--- src/rtl/cam_stream_packer_if.sv ---
// Stream channel used on both sides of the CAM packer.
// The slave modport is the receiving side and the master modport is the sending side.
// TLAST and TUSER are carried on both sides. Only the input stream gives them meaning.
interface cam_stream_packer_if #(
    parameter int DW = 32
) ();
    logic [DW-1:0] TDATA;
    logic          TVALID;
    logic          TREADY;
    logic          TLAST;
    logic          TUSER;

    modport master (output TDATA, output TVALID, output TLAST, output TUSER, input TREADY);
    modport slave  (input TDATA, input TVALID, input TLAST, input TUSER, output TREADY);
endinterface

--- src/rtl/cam_stream_packer.sv ---
// CAM stream packer.
// It gathers up to 16 vertex IDs of an adjacency list into one wide beat for the CAM kernel.
// Beat layout: lanes hold the IDs in arrival order.
// The header above the lanes holds the lane count, the last flag, the list mode and the first flag.
// The output register is a single stage. New input is accepted whenever that stage is empty
// or is being drained in the same cycle.
module cam_stream_packer #(
    parameter int C_DATA_WIDTH = 520,
    parameter int C_ID_WIDTH   = 32
) (
    input  logic                   ap_clk,
    input  logic                   ap_rst_n,
    cam_stream_packer_if.slave     s,
    cam_stream_packer_if.master    m,
    output logic [31:0]            list_count
);

    localparam int LANES     = 16;
    localparam int LANE_BITS = LANES * C_ID_WIDTH;

    logic [3:0]              lane_cnt_r;
    logic                    in_list_r;
    logic                    mode_r;
    logic                    beat_first_r;
    logic [C_ID_WIDTH-1:0]   lanes_r [LANES];
    logic [C_DATA_WIDTH-1:0] m_data_r;
    logic                    m_valid_r;
    logic [31:0]             list_count_r;

    logic                    s_ready_s;
    logic                    accept_s;
    logic                    complete_s;
    logic                    out_hs_s;
    logic                    word_mode_s;
    logic                    word_first_s;
    logic [C_DATA_WIDTH-1:0] beat_s;

    // Ready is forced low while reset is asserted, so nothing can be accepted during reset.
    assign s_ready_s  = ap_rst_n & (~m_valid_r | m.TREADY);
    assign accept_s   = s.TVALID & s_ready_s;
    assign complete_s = accept_s & ((lane_cnt_r == 4'd15) | s.TLAST);
    assign out_hs_s   = m_valid_r & m.TREADY;

    assign s.TREADY   = s_ready_s;
    assign m.TDATA    = m_data_r;
    assign m.TVALID   = m_valid_r;
    assign m.TLAST    = 1'b0;
    assign m.TUSER    = 1'b0;
    assign list_count = list_count_r;

    // Choose the mode and first flag for the word now on the input.
    // When this word opens a list, its own TUSER is used and the stored copy is ignored.
    always_comb begin
        word_mode_s  = mode_r;
        word_first_s = beat_first_r;
        if (in_list_r) begin
            word_mode_s = mode_r;
        end else begin
            word_mode_s = s.TUSER;
        end
        if (lane_cnt_r == 4'd0) begin
            word_first_s = ~in_list_r;
        end else begin
            word_first_s = beat_first_r;
        end
    end

    // Assemble the beat that would complete on this word.
    // Earlier lanes come from the buffer and the current word takes the next lane.
    // All lanes above it are zero.
    always_comb begin
        beat_s = '0;
        for (int k = 0; k < LANES; k++) begin
            if (4'(k) < lane_cnt_r) begin
                beat_s[k*C_ID_WIDTH +: C_ID_WIDTH] = lanes_r[k];
            end else if (4'(k) == lane_cnt_r) begin
                beat_s[k*C_ID_WIDTH +: C_ID_WIDTH] = s.TDATA;
            end else begin
                beat_s[k*C_ID_WIDTH +: C_ID_WIDTH] = '0;
            end
        end
        beat_s[LANE_BITS +: 5] = {1'b0, lane_cnt_r} + 5'd1;
        beat_s[LANE_BITS + 5]  = s.TLAST;
        beat_s[LANE_BITS + 6]  = word_mode_s;
        beat_s[LANE_BITS + 7]  = word_first_s;
    end

    // Packing state: lane buffer, lane counter, in-list flag, list mode and first-beat flag.
    always_ff @(posedge ap_clk or negedge ap_rst_n) begin
        if (!ap_rst_n) begin
            for (int k = 0; k < LANES; k++) begin
                lanes_r[k] <= '0;
            end
            lane_cnt_r   <= 4'd0;
            in_list_r    <= 1'b0;
            mode_r       <= 1'b0;
            beat_first_r <= 1'b0;
        end else if (accept_s) begin
            lanes_r[lane_cnt_r] <= s.TDATA;
            lane_cnt_r          <= complete_s ? 4'd0 : lane_cnt_r + 4'd1;
            in_list_r           <= ~s.TLAST;
            if (!in_list_r) begin
                mode_r <= s.TUSER;
            end
            if (lane_cnt_r == 4'd0) begin
                beat_first_r <= ~in_list_r;
            end
        end
    end

    // Output register: it loads on beat completion and clears after a handshake.
    // A load is only possible when the stage is free, so a pending beat is never overwritten.
    always_ff @(posedge ap_clk or negedge ap_rst_n) begin
        if (!ap_rst_n) begin
            m_valid_r <= 1'b0;
            m_data_r  <= '0;
        end else if (complete_s) begin
            m_valid_r <= 1'b1;
            m_data_r  <= beat_s;
        end else if (m.TREADY) begin
            m_valid_r <= 1'b0;
        end
    end

    // Count lists whose final beat has been handed over downstream.
    always_ff @(posedge ap_clk or negedge ap_rst_n) begin
        if (!ap_rst_n) begin
            list_count_r <= 32'd0;
        end else if (out_hs_s && m_data_r[LANE_BITS + 5]) begin
            list_count_r <= list_count_r + 32'd1;
        end
    end

endmodule

--- src/flat_wrapper.sv ---
// flat-port wrapper written by rule: the top's interface ports become plain ports
module cam_stream_packer_flat 
#(
    parameter int C_DATA_WIDTH = 520,
    parameter int C_ID_WIDTH   = 32
)
  (ap_clk, ap_rst_n, list_count, s_TDATA, s_TVALID, s_TLAST, s_TUSER, s_TREADY, m_TDATA, m_TVALID, m_TLAST, m_TUSER, m_TREADY);
  cam_stream_packer_if #(.DW((32))) s_i ();
  cam_stream_packer_if #(.DW((520))) m_i ();
  input  logic ap_clk;
  input  logic ap_rst_n;
  output logic [31:0] list_count;
  input wire logic [$bits(s_i.TDATA)-1:0] s_TDATA;
  input wire logic [$bits(s_i.TVALID)-1:0] s_TVALID;
  input wire logic [$bits(s_i.TLAST)-1:0] s_TLAST;
  input wire logic [$bits(s_i.TUSER)-1:0] s_TUSER;
  output wire logic [$bits(s_i.TREADY)-1:0] s_TREADY;
  output wire logic [$bits(m_i.TDATA)-1:0] m_TDATA;
  output wire logic [$bits(m_i.TVALID)-1:0] m_TVALID;
  output wire logic [$bits(m_i.TLAST)-1:0] m_TLAST;
  output wire logic [$bits(m_i.TUSER)-1:0] m_TUSER;
  input wire logic [$bits(m_i.TREADY)-1:0] m_TREADY;
  assign s_i.TDATA = s_TDATA;
  assign s_i.TVALID = s_TVALID;
  assign s_i.TLAST = s_TLAST;
  assign s_i.TUSER = s_TUSER;
  assign s_TREADY = s_i.TREADY;
  assign m_TDATA = m_i.TDATA;
  assign m_TVALID = m_i.TVALID;
  assign m_TLAST = m_i.TLAST;
  assign m_TUSER = m_i.TUSER;
  assign m_i.TREADY = m_TREADY;
  cam_stream_packer #(.C_DATA_WIDTH(C_DATA_WIDTH), .C_ID_WIDTH(C_ID_WIDTH)) u_core (.ap_clk(ap_clk), .ap_rst_n(ap_rst_n), .s(s_i), .m(m_i), .list_count(list_count));
endmodule
--- config.mk ---
export PLATFORM = sky130hd
export DESIGN_NAME = cam_stream_packer_flat
export DESIGN_NICKNAME = d
export VERILOG_FILES = /design/src/rtl/cam_stream_packer_if.sv /design/src/rtl/cam_stream_packer.sv /design/src/flat_wrapper.sv
export SDC_FILE = /design/constraint.sdc
export NUM_CORES = 2
export LEC_CHECK = 0
export CAP_MARGIN = 10
export CORE_UTILIZATION = 55
export CTS_CLUSTER_DIAMETER = 40
export DETAILED_ROUTE_END_ITERATION = 6
export GPL_ROUTABILITY_DRIVEN = 0
export GPL_TIMING_DRIVEN = 0
export PLACE_DENSITY = 0.8
export SYNTH_ARGS = -nofsm -noshare
export SYNTH_HDL_FRONTEND = slang
export SYNTH_SLANG_ARGS = --single-unit
--- constraint.sdc ---
create_clock -name ap_clk -period 3.75 [get_ports ap_clk]
set_input_delay 0.375 -clock ap_clk [delete_from_list [all_inputs] [get_ports ap_clk]]
set_output_delay 0.375 -clock ap_clk [all_outputs]
set_load 0.01 [all_outputs]
==> results.sh <==
export IMPL_yosys_top_cells_area="dfrtp_1, mux2_2, nor2_1"
export IMPL_crit_chain="clkbuf_2, clkbuf_2, inv_1, ha_1, buf_2, nand2_1, buf_2, mux2i_1, o21ai_0"
export IMPL_setup_ws_ps=287
export IMPL_rsz0062_at_grt="no"
export IMPL_grt_pass1_vias=35300
export IMPL_cp_arrival_ps=4030
export IMPL_yosys_warnings=0
export IMPL_stdcell_area_mm2=0.0559
export IMPL_max_slew_margin_rel_pct=8.85
export IMPL_placed_area_mm2=0.0510
export IMPL_slew_violations=0
export IMPL_hold_viol=155
export IMPL_first_iter_violations=4406
export IMPL_leakagePower_nw=25.4
export IMPL_crit_path_max_fanout=10
export IMPL_syn_avg_cell_area_um2=11.5
export IMPL_worstRegToRegCells=9
export IMPL_pre_cts_ws_ps=-355
export IMPL_status="finished with violations"
export IMPL_synth_common_cells="dfrtp_1, nor2_1, mux2_2, nand2_1, a221oi_1"
export IMPL_dieArea_mm2=0.0806
export IMPL_final_util_pct=70.9
export IMPL_cp_num_cells=9
export IMPL_synth_top_area_share_pct=59.5
export IMPL_finalCriticalPeriod_ps=3460
export IMPL_clk_pin_slew_ps=60
export IMPL_drtAntennaViolNets=0
export IMPL_h_tree_depth=4
export IMPL_dp_hpwl_um=115000
export IMPL_hp_class="in2async"
export IMPL_synth_cell_area_mm2=0.0437
export IMPL_cts_made_buffers=136
export IMPL_overflow=0
export IMPL_regArea_mm2=0.0260
export IMPL_synth_compound_area_share_pct=9.92
export IMPL_cap_violations=0
export IMPL_core_mm2=0.0789
export IMPL_remaining_drc_errors=3
export IMPL_max_stage_delay_ps=460
export IMPL_required_ps=4320
export IMPL_grt_max_degree=169
export IMPL_clkSinkCount=1040
export IMPL_setup_viol=0
export IMPL_cp_end_kind="flop"
export IMPL_synth_mux_area_fraction_pct=13.9
export IMPL_startpoint_type="flop"
export IMPL_holdWs_ps=-589
export IMPL_cts_buffer_depth=3
export IMPL_irDropWorstVdd_mv=0.423
export IMPL_drtPass1Iterations=7
export IMPL_vias=36200
export IMPL_postSynthCellCount=3785
export IMPL_clock_skew_ps=35.1
export IMPL_antenna_found_initial=10
export IMPL_routed_wl_um=162000
export IMPL_yosysSeqAreaShare_pct=59.5
export IMPL_layout_drive_gt1_share_pct=20.6
export IMPL_synthToLayoutAreaGrowth_pct=27.9
export IMPL_violations="DRC, hold timing"
export IMPL_n_fill_cell=5569
export IMPL_max_freq_mhz=289
export IMPL_post_synth_top_area_cell="dfrtp_1"
export IMPL_critical_path_top_delay_family="buffers and inverters"
export IMPL_synth_most_common_cell="dfrtp_1"
export IMPL_rows=103
export IMPL_synth_ff_type="dfrtp_1"
export IMPL_die_y_um=284
export IMPL_insertion_delay_ps=740
export IMPL_drt_vias_per_instance=6.36
export IMPL_root_buffer="clkbuf_16"
export IMPL_grt_total_usage_pct=39.9
export IMPL_crit_buf_inv=5
export IMPL_io_buffers=580
export IMPL_synth_top_family_by_area="multiplexers"
export IMPL_synthAdderAreaFrac_pct=0.143
export IMPL_cp_slowest_cell="buf_2"
export IMPL_synth_xor_area_share_pct=0.661
export IMPL_worst_pin_slew_ps=1370
export IMPL_synth_edf_count=0
export IMPL_worst_setup_path_type="reg2reg"
export IMPL_cts_tree="built"
export IMPL_yosysUniqueCellTypes=51
export IMPL_grt_pass1_wl_um=236000
export IMPL_multi_input_area_mm2=0.0158
export IMPL_ys_async_sr_fraction_pct=100
export IMPL_wire_per_inst_um=28.5
export IMPL_ios=594
export IMPL_start_util_pct=55.4
export IMPL_ys_seq_elements=1040
export IMPL_p_per_area_mw_per_mm2=631
export IMPL_chipWidth_um=284
export IMPL_final_setup_tns_ps=0
export IMPL_fin_nets=4555
export IMPL_synth_simple_gate_area_share_pct=11.4
export IMPL_period_share_pct=92.4
==> final cells by class <==
cell class	count	area share (%)
Antenna cell	8	0.0358
Buffer	386	3.41
Clock buffer	175	6.84
Clock inverter	77	1.82
Inverter	5	0.0336
Multi-Input combinational cell	2355	28.2
Sequential cell	1040	46.5
Tap cell	1050	2.35
Timing Repair Buffer	588	10.8
==> metal layers <==
metal | GRT usage, % | vias up | routed length (µm)
li1 | - | 14800 | -
met4 | 25.6 | 2 | 11600
met5 | 0 | - | 13
met2 | 58.9 | 2403 | 71800
met3 | 11.5 | 584 | 18000
met1 | 51.8 | 18400 | 60400
==> cell families (layout without fill, tap and decap cells) <==
logic type | Yosys count | after routing
AO/OA/AOI/OAI | 556 | 556
XOR/XNOR | 33 | 33
adder cells (fa/ha/maj) | 5 | 5
buffers and inverters | 391 | 1231
flip-flops | 1040 | 1040
multiplexers | 546 | 546
other | 1 | 10
AND/OR/NAND/NOR | 1213 | 1213
==> through the flow <==
step,power (mW),std cells
after floorplan,17.5,3786
after global placement,20.9,5416
after detailed placement,21.4,5423
after CTS,35.1,5675
after global routing,36.3,5682
final,35.3,5684
==> worst paths after layout <==
kind,slack [ps],start,endpoint
setup reg to reg,290,u_core.lane_cnt_r[0]$_DFFE_PN0P_,u_core.m.TDATA[31]$_DFFE_PN0P_
hold / removal,-590,ap_rst_n,u_core.list_count[11]$_DFFE_PN0P_
hold reg to reg,470,u_core.list_count[31]$_DFFE_PN0P_,u_core.list_count[31]$_DFFE_PN0P_
max in group asynchronous,2200,ap_rst_n,u_core.lanes_r[254]$_DFFE_PN0P_
min in group ap_clk,170,s_TDATA[1],u_core.m.TDATA[97]$_DFFE_PN0P_
setup / recovery,290,u_core.lane_cnt_r[0]$_DFFE_PN0P_,u_core.m.TDATA[31]$_DFFE_PN0P_
==> sequential cells by signal (all words and copies together), names as in the netlist <==
name / cells
u_core.m.TDATA: 520
u_core.lanes_r: 480
u_core.list_count: 32
u_core.lane_cnt_r: 4
u_core.beat_first_r: 1
u_core.in_list_r: 1
u_core.m.TVALID: 1
u_core.mode_r: 1
==> cell usage in the layout, fill, tap and decap left out, types with 32 or more instances in the layout <==
cell type	count
a31oi_1	149
clkdlybuf4s50_1	579
clkbuf_16	141
a221oi_2	38
mux2i_1	65
dfrtp_1	1040
a221oi_1	196
buf_2	135
o21ai_0	59
nand2_1	320
nand3_1	175
o31ai_1	42
clkbuf_1	209
a22o_1	32
nor2_1	657
mux2_2	455
==> report_power, final <==
group	leakage [nW]	switching, mW	internal [mW]
combinational	9.63	3.55	3.34
clock	2.35	5.31	8.50
sequential	13.4	1.40	13.2
==> repair_timing <==
item,CTS,global route
endpoints found under the setup margin,2,1
setup buffers,0,0
gates resized for setup,1,2
endpoints found under the hold margin,155,155
No activity file was read; power rests on OpenSTA's default activity.
